===== src/rtl/mem_dump_streamer_if.sv =====
// Bus bundle for mem_dump_streamer: dump command, memory read port and output stream.
// master = the streamer; slave = the surrounding controller / memory / consumer.
interface mem_dump_streamer_if #(
  parameter int DATA_W = 8,
  parameter int ADDR_W = 12
);
  logic              start;
  logic [ADDR_W-1:0] base_addr;
  logic [ADDR_W:0]   count;
  logic [ADDR_W-1:0] mem_addr;
  logic              mem_re;
  logic [DATA_W-1:0] mem_rdata;
  logic [DATA_W-1:0] out_data;
  logic              out_valid;
  logic              out_ready;
  logic              busy;
  logic              done;

  modport master (
    input  start, base_addr, count, mem_rdata, out_ready,
    output mem_addr, mem_re, out_data, out_valid, busy, done
  );

  modport slave (
    output start, base_addr, count, mem_rdata, out_ready,
    input  mem_addr, mem_re, out_data, out_valid, busy, done
  );
endinterface


===== src/rtl/mem_dump_streamer.sv =====
// Streams count consecutive memory words starting at base_addr, one read in flight at a time,
// through a valid/ready output register. All outputs are registered.
module mem_dump_streamer #(
  parameter int DATA_W = 8,
  parameter int ADDR_W = 12,
  parameter int RD_LAT = 1
) (
  input logic                clk,
  input logic                reset,
  mem_dump_streamer_if.master bus
);

  typedef enum logic [2:0] {IDLE, READ, WAIT, SHOW, DONE} state_t;

  state_t          state;
  logic [ADDR_W:0] remaining;
  // vld_pipe[k] high k cycles after the read strobe; top bit marks the cycle rdata is valid
  logic [RD_LAT:0] vld_pipe;

  always_ff @(posedge clk or posedge reset) begin
    if (reset) begin
      state         <= IDLE;
      remaining     <= '0;
      vld_pipe      <= '0;
      bus.mem_addr  <= '0;
      bus.mem_re    <= 1'b0;
      bus.out_data  <= '0;
      bus.out_valid <= 1'b0;
      bus.busy      <= 1'b0;
      bus.done      <= 1'b0;
    end else begin
      bus.mem_re <= 1'b0;
      bus.done   <= 1'b0;
      vld_pipe   <= {vld_pipe[RD_LAT-1:0], 1'b0};
      case (state)
        IDLE: begin
          if (bus.start) begin
            remaining <= bus.count;
            bus.busy  <= 1'b1;
            if (bus.count != '0) begin
              bus.mem_addr <= bus.base_addr;
              bus.mem_re   <= 1'b1;
              vld_pipe[0]  <= 1'b1;
              state        <= READ;
            end else begin
              bus.done <= 1'b1;
              state    <= DONE;
            end
          end
        end
        READ: state <= WAIT;
        WAIT: begin
          if (vld_pipe[RD_LAT]) begin
            bus.out_data  <= bus.mem_rdata;
            bus.out_valid <= 1'b1;
            state         <= SHOW;
          end
        end
        SHOW: begin
          if (bus.out_ready) begin
            bus.out_valid <= 1'b0;
            remaining     <= remaining - 1'b1;
            if (remaining == (ADDR_W+1)'(1)) begin
              bus.done <= 1'b1;
              state    <= DONE;
            end else begin
              // natural modulo-2^ADDR_W wrap of the address register
              bus.mem_addr <= bus.mem_addr + 1'b1;
              bus.mem_re   <= 1'b1;
              vld_pipe[0]  <= 1'b1;
              state        <= READ;
            end
          end
        end
        DONE: begin
          bus.busy <= 1'b0;
          state    <= IDLE;
        end
        default: state <= IDLE;
      endcase
    end
  end

endmodule

===== src/flat_wrapper.sv =====
// flat-port wrapper written by rule: the top's interface ports become plain ports
module mem_dump_streamer_flat 
#(
  parameter int DATA_W = 8,
  parameter int ADDR_W = 12,
  parameter int RD_LAT = 1
)
  (clk, reset, bus_start, bus_base_addr, bus_count, bus_mem_rdata, bus_out_ready, bus_mem_addr, bus_mem_re, bus_out_data, bus_out_valid, bus_busy, bus_done);
  mem_dump_streamer_if #(.DATA_W(DATA_W), .ADDR_W(ADDR_W)) bus_i ();
  input logic clk;
  input logic reset;
  input wire logic [$bits(bus_i.start)-1:0] bus_start;
  input wire logic [$bits(bus_i.base_addr)-1:0] bus_base_addr;
  input wire logic [$bits(bus_i.count)-1:0] bus_count;
  input wire logic [$bits(bus_i.mem_rdata)-1:0] bus_mem_rdata;
  input wire logic [$bits(bus_i.out_ready)-1:0] bus_out_ready;
  output wire logic [$bits(bus_i.mem_addr)-1:0] bus_mem_addr;
  output wire logic [$bits(bus_i.mem_re)-1:0] bus_mem_re;
  output wire logic [$bits(bus_i.out_data)-1:0] bus_out_data;
  output wire logic [$bits(bus_i.out_valid)-1:0] bus_out_valid;
  output wire logic [$bits(bus_i.busy)-1:0] bus_busy;
  output wire logic [$bits(bus_i.done)-1:0] bus_done;
  assign bus_i.start = bus_start;
  assign bus_i.base_addr = bus_base_addr;
  assign bus_i.count = bus_count;
  assign bus_i.mem_rdata = bus_mem_rdata;
  assign bus_i.out_ready = bus_out_ready;
  assign bus_mem_addr = bus_i.mem_addr;
  assign bus_mem_re = bus_i.mem_re;
  assign bus_out_data = bus_i.out_data;
  assign bus_out_valid = bus_i.out_valid;
  assign bus_busy = bus_i.busy;
  assign bus_done = bus_i.done;
  mem_dump_streamer #(.DATA_W(DATA_W), .ADDR_W(ADDR_W), .RD_LAT(RD_LAT)) u_core (.clk(clk), .reset(reset), .bus(bus_i));
endmodule

===== config.mk =====
export PLATFORM = sky130hd
export DESIGN_NAME = mem_dump_streamer_flat
export DESIGN_NICKNAME = d
export VERILOG_FILES = /design/src/rtl/mem_dump_streamer_if.sv /design/src/rtl/mem_dump_streamer.sv /design/src/flat_wrapper.sv
export SDC_FILE = /design/constraint.sdc
export NUM_CORES = 1
export LEC_CHECK = 0
export BUFFER_PORTS_ARGS = -buffer_cell sky130_fd_sc_hd__clkbuf_2
export CAP_MARGIN = 20
export CORE_MARGIN = 4
export CORE_UTILIZATION = 45
export CTS_CLUSTER_DIAMETER = 60
export DETAILED_ROUTE_END_ITERATION = 10
export PLACE_DENSITY = 0.78
export SYNTH_ARGS = -nofsm -noshare
export SYNTH_HDL_FRONTEND = slang
export SYNTH_SLANG_ARGS = --single-unit

===== constraint.sdc =====
create_clock -name clk -period 2.75 [get_ports clk]
set_clock_uncertainty 0.05 [all_clocks]
set_input_delay 0.1375 -clock clk [delete_from_list [all_inputs] [get_ports clk]]
set_output_delay 0.1375 -clock clk [all_outputs]
set_load 0.01 [all_outputs]

# Yosys cells after proc, flatten, opt, wreduce, memory -nomap -nowiden
# Cells that the tools add are included.
dict set report word_totals {
  input_bits 37
  output_inout_bits 24
  elab_cells 61
  ff_bits 42
}
dict set report op_classes {
  reduce_logical 11
  mux 29
  n_addsub 2
  n_eq_ne 10
}
# cell count
set op_table {}
lappend op_table {{12-bit 2-to-1 mux} 4}
lappend op_table {{13-bit 2-to-1 mux} 2}
lappend op_table {{13-bit one-hot mux with 2 select lines} 1}
lappend op_table {{12-bit one-hot mux with 2 select lines} 1}
lappend op_table {{3-bit 2-to-1 mux} 5}
lappend op_table {{13-bit by 1-bit equality test with 1-bit output, second input constant} 1}
lappend op_table {{13-bit nonzero test} 1}
lappend op_table {{13-bit by 1-bit subtractor with 13-bit output, second input constant} 1}
lappend op_table {{12-bit by 1-bit adder with 12-bit output, second input constant} 1}
lappend op_table {{3-bit one-hot mux with 4 select lines} 1}
lappend op_table {{1-bit 2-to-1 mux} 11}
lappend op_table {{3-bit AND reduction} 3}
lappend op_table {{1-bit one-hot mux with 2 select lines} 4}
lappend op_table {{3-bit by 2-bit equality test with 1-bit output, second input constant} 2}
lappend op_table {{2-bit inequality test, second input constant} 3}
lappend op_table {{2-bit nonzero test} 3}
lappend op_table {{5-bit AND reduction} 1}
lappend op_table {{2-bit by 1-bit inequality test with 1-bit output, second input constant} 2}
lappend op_table {{2-bit AND reduction} 2}
lappend op_table {{3-bit by 1-bit equality test with 1-bit output, second input constant} 1}
lappend op_table {{3-bit equality test, second input constant} 1}
lappend op_table {{3-bit zero test} 1}

# Depth between registers and ports, before layout
dict set report depth {
  ltp_word 4
  depth_mapped 8
  ltp_nobuf 7
}

# Worst setup path before layout
# No wires, ideal clock.
dict set report synth_path {
  kind {register to register}
  startpoint {reg u_core.remaining[0]}
  endpoint {reg u_core.remaining[8]}
  t_required_ns 2.579
  setup_time_ns 0.121
  setup_slack_ns 0.882
  arrival_time_ns 1.697
  n_path_buf 1
  period_less_slack_ns 1.868
  path_stages_with_launch 8
  path_cell_list {dfrtp_1 > inv_1 > ha_1 > or3b_2 > clkbuf_1 > nor3_1 > a31oi_1 > o22a_1}
}
dict set report synth_between {
  elab_chain_cells 3
}
# item line_no
set synth_lines {}
lappend synth_lines {{start, declared} mem_dump_streamer.sv:16} ;# logic [ADDR_W:0] remaining;
lappend synth_lines {{start signal, assigned} mem_dump_streamer.sv:38} ;# remaining <= bus.count;
lappend synth_lines {{start signal, assigned} mem_dump_streamer.sv:62} ;# remaining <= remaining - 1'b1;
lappend synth_lines {{13-bit by 1-bit subtractor with 13-bit output} mem_dump_streamer.sv:62}
lappend synth_lines {{13-bit 2-to-1 mux} mem_dump_streamer.sv:60} ;# if (bus.out_ready) begin
lappend synth_lines {{13-bit one-hot mux with 2 select lines} mem_dump_streamer.sv:35} ;# case (state)
# Every way passes these cells. The select of a mux whose other input is x is not followed.
# A chain may end at the register's enable or synchronous reset.

# Worst setup path after layout
dict set report layout_path {
  startpoint {reg u_core.remaining[11]}
  endpoint {reg u_core.bus.mem_addr[6]}
}
dict set report layout_between {
  elab_chain_cells 3
}
# item line_no
set layout_lines {}
lappend layout_lines {{13-bit by 1-bit equality test with 1-bit output} mem_dump_streamer.sv:63} ;# if (remaining == (ADDR_W+1)'(1)) begin
lappend layout_lines {{2-bit inequality test (no line)} -}
lappend layout_lines {{5-bit AND reduction (no line)} -}
lappend layout_lines {{end signal, assigned} mem_dump_streamer.sv:41} ;# bus.mem_addr <= bus.base_addr;
lappend layout_lines {{end signal, assigned} mem_dump_streamer.sv:68} ;# bus.mem_addr <= bus.mem_addr + 1'b1;
lappend layout_lines {{end, declared} mem_dump_streamer_if.sv:21} ;# output mem_addr, mem_re, out_data, out_valid, busy, done
# Every way passes these cells.

==> reports/qor.yml <==
layout:
  area_growth_pct: 22.0
  diodes: 0
  nFillCells: 434
  drive_gt1_frac: 0.313
  nets: 346
yosys:
  synth_nets: 283
  synth_flop_cell: "dfrtp_1"
  synth_cell_types: 45
  ys_seq_area_frac: 0.446
  yosysTopAreaCell: "dfrtp_1"
  synthCells: 243
  netlist_area_um2: 2300
  yosys_register_bits: 41
  ys_top_cells_by_area: "dfrtp_1, a21oi_1, nor2_1"
  synth_top_area_frac: 0.446
  asyncSetResetFlopFracSynth: 1.00
  synth_warnings: 0
  syn_avg_cell_area_um2: 9.46
  synth_enable_flop_cells: 0
placed_design:
  dp_hpwl_um: 4250
  gp_congestion: 0.853
  port_buffers: 60
clocking:
  cts_setup_buffers: 0
  cts_resized: 0
  htree_levels: 2
  root_buffer: "clkbuf_8"
  cts_buffer_depth: 2
  clk_latency_ps: 310
  path_clk_slew_ps: 90
  cts_buffers: 5
  cts_tree: "yes"
  cts.sink_count: 41
power_and_ir_drop:
  finalPower_mw: 3.16
  p_sw_frac: 0.450
  pwr-share-clk: 0.136
  max-vdd-ir-drop_mv: 0.632
  p_int_mw: 1.74
  seqPwrFrac: 0.382
  power_density_nw_per_um2: 1130
  power.switching_mw: 1.42
  p_leak_nw: 1.22
  combPwrFrac: 0.481
setup_path:
  cp_max_fo: 13
  cp-end-kind: "register"
  cp-start-kind: "register"
  worstSetupPathType: "reg2reg"
  crit_required_ps: 2900
  cp.arrival_ps: 2360
sta:
  finalCritPeriodShare: 0.805
  fin_setup_tns_ps: 0
  worst_pin_slew_ps: 610
  rsz0062_at_grt: "false"
  slew_viol_final: 0
  finalCriticalPeriod_ps: 2210
  finalHoldViolCount: 0
  timing.slew.headroom: 0.593
  setup_viol: 0
  fmax_mhz: 452
grt:
  antenna_found_initial: 0
  grtUsageTotal: 0.194
  grt_max_degree: 29
  grt-ovfl-total: 0
  grt_first_pass_wirelength_um: 9850
  grt_pass1_vias: 2090
die:
  die_h_um: 79.5
  fp.dieW_um: 79.5
  io-pin-count: 61
  num_rows: 25
  die_area_um2: 6320
  start_util: 0.474
  core_area_um2: 4850
flow_run:
  drv_cap: 0
hold_path:
  min_path_type: "in2reg"
status:
  status: "finished, final reports clean"
drt:
  first_pass_iters: 5
  drt_wl_total_um: 5950
  ant_nets: 0
  via_count: 2183
  vias_per_cell: 5.84
  drc: 0
  wl_per_cell_um: 15.9
  drt_iter0_markers: 122
[final timing paths]
kind	start	slack (ps)	to	depth (start not counted)
max reg2reg	u_core.remaining[11]	540	u_core.bus.mem_addr[6]	5
min	bus_mem_rdata[3]	6	u_core.bus.out_data[3]	2
max in group asynchronous	reset	1580	u_core.bus.out_data[0]	5
max	u_core.remaining[11]	540	u_core.bus.mem_addr[6]	5
min reg2reg	u_core.vld_pipe[0]	350	u_core.vld_pipe[1]	0
min in group asynchronous	reset	380	u_core.bus.mem_addr[8]	3
[power by group through the flow]
stage / sequential [mW] / combinational (mW) / clock (mW)
detailed placement: 1.21 / 1.50 / 0
global route: 1.26 / 1.70 / 0.469
finish: 1.21 / 1.52 / 0.431
floorplan: 1.19 / 1.08 / 0
CTS: 1.20 / 1.51 / 0.443
global placement: 1.19 / 1.47 / 0
[cell usage in the layout (no fill, tap or decap), types with 6 or more instances in the layout]
master      n
nand2_1    15
o21ai_0    17
buf_4       6
nor3_1      9
mux2_2      8
nor2_1     29
o22ai_1     6
dfrtp_1    41
a2bb2oi_1   7
clkbuf_2   60
nand3_1     9
a21oi_1    25
[layout make-up]
type | instances | area (um2) | area share
clock buffers | 5 | 68.8 | 0.0245
clock inverters | 3 | 26.3 | 0.00937
inverters | 5 | 18.8 | 0.00669
multi-input cells | 182 | 1180 | 0.421
flip-flops and latches | 41 | 1030 | 0.366
well taps | 67 | 83.8 | 0.0299
repair buffers | 71 | 400 | 0.143
[critical path: stages, from the launching register on]
cell	delay, ps
dfrtp_1	400
nor4_1	520
nand3_1	510
a41oi_1	360
nor2_1	60
o22a_1	210
[cells by family (layout without fill, tap and decap cells)]
| family | after synthesis | count (layout) | synth area share |
|---|---|---|---|
| flops | 41 | 41 | 0.446 |
| buf+inv | 20 | 84 | 0.0430 |
| simple gates | 85 | 85 | 0.188 |
| compound gates | 86 | 86 | 0.267 |
| fa+ha+maj | 3 | 3 | 0.0163 |
| mux | 8 | 8 | 0.0392 |
[registers in the layout (all words and copies together), names as in the netlist]
signal,flops
u_core.remaining,13
u_core.bus.mem_addr,12
u_core.bus.out_data,8
u_core.state,3
u_core.vld_pipe,2
u_core.bus.busy,1
u_core.bus.done,1
u_core.bus.out_valid,1
[Yosys cell counts (2+ instances only)]
master and instances:
a21o_1 2, a21oi_1 25, a21oi_4 2, a2bb2oi_1 7, a2bb2oi_2 2, a31oi_1 4, a32oi_1 2, a41oi_1 2
and3_1 3, buf_2 4, buf_6 2, clkbuf_1 8, dfrtp_1 41, ha_1 3, inv_1 5, mux2_2 8
nand2_1 15, nand3_1 9, nand4_1 5, nor2_1 29, nor3_1 9, nor4_1 5, o21a_1 2, o21ai_0 17
o22a_1 4, o22ai_1 6, o32ai_1 4
[timing repair]
| action | in CTS | in global routing |
|---|---|---|
| setup endpoints to repair | 0 | 0 |
| hold endpoints to repair | 2 | 13 |
| hold buffers | 2 | 2 |
[per-stage QoR]
stage | setup slack [ps] | instances | util | hold slack (ps) | area [um2]
global placement | 609 | 361 | 0.547 | 309 | 2650
detailed placement | 555 | 361 | 0.547 | 329 | 2650
floorplan | 882 | 243 | - | 224 | 2300
CTS | 543 | 371 | 0.571 | 0.0288 | 2770
global route | 403 | 374 | 0.578 | 3.67 | 2800
finish | 536 | 374 | 0.578 | 6.42 | 2800
[per-layer routing]
layer  wire [um]  part of all wire  vias to the layer above  global-route usage
met2        2710              0.45                      107               0.291
met5           0                 0                        -                   0
met1        2660              0.45                     1021               0.274
met3         506             0.085                        8              0.0440
met4          75             0.013                        0              0.0653
li1            -                 -                     1047                   -
Note: power is estimated with default switching activity, not from simulation.
